[config.mk]
export PLATFORM = sky130hd
export DESIGN_NAME = shift_seq
export DESIGN_NICKNAME = d
export VERILOG_FILES = /design/src/rtl/shifter_pkg.sv /design/src/rtl/shift_step.sv /design/src/rtl/shift_seq.sv
export SDC_FILE = /design/constraint.sdc
export NUM_CORES = 1
export LEC_CHECK = 0
export ABC_AREA = 1
export CAP_MARGIN = 20
export CORE_MARGIN = 1.5
export CORE_UTILIZATION = 46
export DETAILED_ROUTE_END_ITERATION = 8
export PLACE_DENSITY = 0.82
export SLEW_MARGIN = 20
export SYNTH_ARGS = -nofsm -noshare
export SYNTH_HDL_FRONTEND = slang
export SYNTH_HIERARCHICAL = 1
export SYNTH_SLANG_ARGS = --single-unit
[constraint.sdc]
create_clock -name CLK -period 2.4 [get_ports CLK]
set_input_delay 0.6 -clock CLK [delete_from_list [all_inputs] [get_ports CLK]]
set_output_delay 0.6 -clock CLK [all_outputs]
set_load 0.005 [all_outputs]
[src/rtl/shifter_pkg.sv]
// Shared encodings and step-count rule for the multi-cycle register-amount shifter.
package shifter_pkg;

    localparam int SAT_LIN  = 33;
    localparam int ROR_FULL = 32;

    typedef enum logic [1:0] {
        SH_LSL = 2'b00,
        SH_LSR = 2'b01,
        SH_ASR = 2'b10,
        SH_ROR = 2'b11
    } sh_op_e;

    typedef enum logic [1:0] {
        IDLE  = 2'd0,
        SHIFT = 2'd1,
        DONE  = 2'd2
    } state_e;

    // Linear shifts saturate at 33 steps: one step past the width clears the carry too.
    function automatic logic [7:0] step_count(input sh_op_e op, input logic [7:0] amt);
        logic [7:0] n;
        if (op == SH_ROR) begin
            if (amt == 8'd0)
                n = 8'd0;
            else if (amt[4:0] == 5'd0)
                n = 8'(ROR_FULL);
            else
                n = {3'b000, amt[4:0]};
        end else begin
            n = (amt > 8'(SAT_LIN)) ? 8'(SAT_LIN) : amt;
        end
        return n;
    endfunction

endpackage

[src/rtl/shift_step.sv]
// Combinational single-bit-position shift step; the carry-out is the bit that falls off.
module shift_step
    import shifter_pkg::*;
#(
    parameter int WIDTH = 32
) (
    input  sh_op_e            sh,
    input  logic [WIDTH-1:0]  w,
    output logic [WIDTH-1:0]  w_step,
    output logic              carry_step
);

    logic [WIDTH-1:0] left_in;
    logic [WIDTH-1:0] right_in;
    logic             fill;

    // Top bit on a right step: sign for ASR, wrap for ROR, zero for LSR.
    assign fill = (sh == SH_ASR) ? w[WIDTH-1] :
                  (sh == SH_ROR) ? w[0]       : 1'b0;

    genvar gi;
    generate
        for (gi = 0; gi < WIDTH; gi++) begin : g_bit
            if (gi == 0) begin : g_lsb
                assign left_in[gi] = 1'b0;
            end else begin : g_mid_l
                assign left_in[gi] = w[gi-1];
            end
            if (gi == WIDTH-1) begin : g_msb
                assign right_in[gi] = fill;
            end else begin : g_mid_r
                assign right_in[gi] = w[gi+1];
            end
        end
    endgenerate

    assign w_step     = (sh == SH_LSL) ? left_in : right_in;
    assign carry_step = (sh == SH_LSL) ? w[WIDTH-1] : w[0];

endmodule

[src/rtl/shift_seq.sv]
// Multi-cycle shifter for register-specified amounts: one bit position per cycle,
// Start/Busy/Done handshake, full 0..255 amount semantics including carry-out.
module shift_seq
    import shifter_pkg::*;
#(
    parameter int WIDTH = 32,
    parameter int CNTW  = 6
) (
    input  logic             CLK,
    input  logic             Reset,
    input  logic             Start,
    input  logic [1:0]       Sh,
    input  logic [7:0]       ShAmt8,
    input  logic [WIDTH-1:0] ShIn,
    input  logic             CarryIn,
    output logic             Busy,
    output logic             Done,
    output logic [WIDTH-1:0] ShOut,
    output logic             ShCarry
);

    state_e           state_reg, state_next;
    sh_op_e           op_reg;
    logic [WIDTH-1:0] work_reg;
    logic             carry_reg;
    logic [CNTW-1:0]  count_reg;

    logic [WIDTH-1:0] work_step;
    logic             carry_step;
    logic             accept;
    logic [CNTW-1:0]  accept_count;

    assign accept       = Start && (state_reg != SHIFT);
    assign accept_count = CNTW'(step_count(sh_op_e'(Sh), ShAmt8));

    shift_step #(
        .WIDTH (WIDTH)
    ) u_step (
        .sh         (op_reg),
        .w          (work_reg),
        .w_step     (work_step),
        .carry_step (carry_step)
    );

    always_ff @(posedge CLK) begin
        if (Reset)
            state_reg <= IDLE;
        else
            state_reg <= state_next;
    end

    always_comb begin
        state_next = state_reg;
        case (state_reg)
            IDLE, DONE: begin
                if (Start)
                    state_next = (accept_count == '0) ? DONE : SHIFT;
                else
                    state_next = IDLE;
            end
            SHIFT: begin
                if (count_reg == CNTW'(1))
                    state_next = DONE;
            end
            default: state_next = IDLE;
        endcase
    end

    always_comb begin
        Busy    = (state_reg == SHIFT);
        Done    = (state_reg == DONE);
        ShOut   = work_reg;
        ShCarry = carry_reg;
    end

    // Operands are latched at accept so later input changes cannot disturb a running shift.
    always_ff @(posedge CLK) begin
        if (Reset) begin
            op_reg    <= SH_LSL;
            work_reg  <= '0;
            carry_reg <= 1'b0;
            count_reg <= '0;
        end else if (accept) begin
            op_reg    <= sh_op_e'(Sh);
            work_reg  <= ShIn;
            carry_reg <= CarryIn;
            count_reg <= accept_count;
        end else if (state_reg == SHIFT) begin
            work_reg  <= work_step;
            carry_reg <= carry_step;
            count_reg <= count_reg - CNTW'(1);
        end
    end

endmodule
==> impl_metrics.yaml <==
sta:
  rsz0062_at_grt: "no"
  fin_skew_ns: 0.006699
  maxSlewHeadroom: 0.5222
  period_minus_slack_ns: 2.055
  finalCritPeriodShare: 0.8561
  fmax_mhz: 486.7
  setup_viol: 0
  setup_tns_ns: 0
  drv_slew: 0
  tightestPinTransition_ns: 0.7150
  finalHoldViolations: 0
run:
  cap_violations: 0
place:
  placed_cell_area_um2: 3625
  port_buffers: 80
  place_hpwl_um: 4999
  gp_congestion: 0.8344
  dp.cells: 570
finish:
  final_common_cell: "nand2_1"
  multi_input_area_um2: 1567
  stdcell_count: 578
  fill_cells: 529
  final_nets: 550
  layout-drive-gt1-share: 0.1252
  largest_register_ff_count: 32
  n_antenna_cell: 0
  ff_latch_area_um2: 860.8
  most-common-layout-cells: "nand2_1, clkdlybuf4s50_1, nand3_1"
  final_area_um2: 3761
  syn_to_final_growth_pct: 33.96
routing:
  wl_met3_um: 359
  wl_per_cell_um: 12.68
  highest-signal-layer: "met4"
  drc: 0
  route.met2.wl_um: 3510
  vias: 3081
  via_per_inst: 5.330
  ant_nets: 0
  wirelength_um: 7327
  first_pass_iters: 6
  drtIter0Drc: 303
  met1_length_um: 3322
pwr:
  p_switching_uw: 724.8
  seqPwrFrac: 0.385
  p_leak_uw: 0.001829
  ir_drop_mv: 0.3609
  powerDensity_nw_per_um2: 608.6
  p_int_uw: 1564
  clkPwrFrac: 0.295
  comb_power_share: 0.320
  netSwitchingFraction: 0.3166
global_routing:
  grt_use_total: 0.2310
  grt_pass1_wl_um: 12230
  antenna_found_initial: 0
  grt_pass1_vias: 2859
  grt_max_degree: 59
  grt.overflow.total: 0
clocking:
  clockBufferDepth: 2
  post_cts_resized: 0
  cts.sinks: 43
  cts_made_buffers: 5
  clk_latency_ns: 0.29
  root_buffer: "clkbuf_8"
  cts_hold_buf: 0
  clkSlewWorstSetupHoldPaths_ns: 0.09
  post_cts_buffers: 0
  cts_htree_levels: 2
  cts_tree: "yes"
worst_setup_path:
  regToRegStartpoint: "op_reg[1]"
  cp_slowest_cell: "clkdlybuf4s50_1"
  r2r_end: "ShOut[7]"
  cp_max_fo: 9
  worst-setup-path-type: "register to output pin"
  path_cells: "nand2_4 -> inv_1 -> clkdlybuf4s50_1"
  worstSetupStartpointType: "register"
  worstSetupEndpointType: "output pin"
  arrival_ns: 1.45
  slowest_delay_ns: 0.51
  r2r_slack_ns: 0.89
  worstRegToRegCells: 7
  worstPathRequired_ns: 1.80
hold_path:
  whs_endpoint: "ShCarry"
  hold_path.startpoint: "ShCarry"
  hold_path_class: "register to register"
  hold_depth: 2
synthesis:
  ys_types: 25
  ys_seq_elements: 43
  netlist_instances: 433
  synth_area_um2: 2808
  synth_seq_area_share: 0.3066
  synth_area_per_cell_um2: 6.484
  synth_fp_nets: 481
  ys_warn_count: 6
die:
  initial_core_util: 0.4742
  die-height_um: 81.13
  die_w_um: 81.13
  rows: 28
  die_area_um2: 6581
  ioPinCount: 81
  core_um2: 5921
status:
  outcome: "complete, no violations"
[logic make-up after synthesis]
| group | synth area share |
|---|---|
| buf+inv | 0.1355 |
| compound gates | 0.2099 |
| fa+ha+maj | 0.008911 |
| simple gates | 0.3391 |
| flops | 0.3066 |
[layout make-up]
class,instances,share of cell area
clock buffers,5,0.01830
clock inverters,3,0.01796
inverters,54,0.05389
multi-input cells,308,0.4165
flip-flops and latches,43,0.2289
well taps,75,0.02495
repair buffers,90,0.2395
[power groups by stage]
stage	registers (µW)	logic [µW]	clock network, µW
after global placement	894	704	0
after global routing	893	822	714
after floorplan	884	456	0
after detailed placement	896	728	0
after CTS	880	734	682
final	882	733	675
[worst max-delay path: cells and delay by family (launching register included)]
| kind | cells | cell delay, ns |
|---|---|---|
| and+or+nand+nor | 1 | 0.12 |
| DFF | 1 | 0.40 |
| buffers and inverters | 2 | 0.64 |
[Yosys cell counts]
library cell | count | area (µm²)
nor2_4 | 1 | 11.26
inv_2 | 20 | 75.07
buf_6 | 6 | 67.56
nand3b_1 | 1 | 7.510
clkbuf_1 | 4 | 15.01
a21oi_1 | 7 | 35.03
o22ai_1 | 1 | 6.260
o211ai_2 | 20 | 250.2
nand2_2 | 1 | 6.260
ha_1 | 2 | 25.02
nand2_4 | 2 | 22.52
inv_1 | 34 | 127.6
nand4_1 | 3 | 18.77
o211ai_1 | 14 | 105.1
clkbuf_2 | 2 | 10.01
o21ai_0 | 37 | 185.2
nor2_1 | 16 | 60.06
nand3_1 | 48 | 240.2
nand2_1 | 152 | 570.6
buf_2 | 14 | 70.07
o21a_1 | 1 | 7.510
nor3_1 | 1 | 5.000
dfxtp_1 | 43 | 860.8
buf_4 | 2 | 15.01
nand3_2 | 1 | 10.01
[worst max path at each step]
| stage | endpoint | startpoint |
|---|---|---|
| after detailed placement | ShOut[22] | Start |
| after CTS | Busy | state_reg[0] |
| after floorplan | ShOut[10] | Reset |
| after global placement | ShOut[27] | Reset |
| after global routing | Busy | state_reg[1] |
| final | Busy | state_reg[0] |
[through the flow]
step / setup slack [ns] / util / hold WS [ns] / power [µW]
global placement: 0.4271 / 0.6122 / 0.4957 / 1599
CTS: 0.3367 / 0.6352 / 0.5261 / 2297
floorplan: 1.027 / - / 0.4819 / 1340
detailed placement: 0.3851 / 0.6122 / 0.5097 / 1624
finish: 0.3454 / 0.6352 / 0.5215 / 2289
global route: 0.2735 / 0.6352 / 0.5318 / 2429
[metal layers]
metal,vias to the layer above,track usage
met5,-,0
met4,0,0.09483
met3,15,0.02809
met2,100,0.3925
met1,1433,0.2948
li1,1533,-
Power figures use the tool's default switching activity.
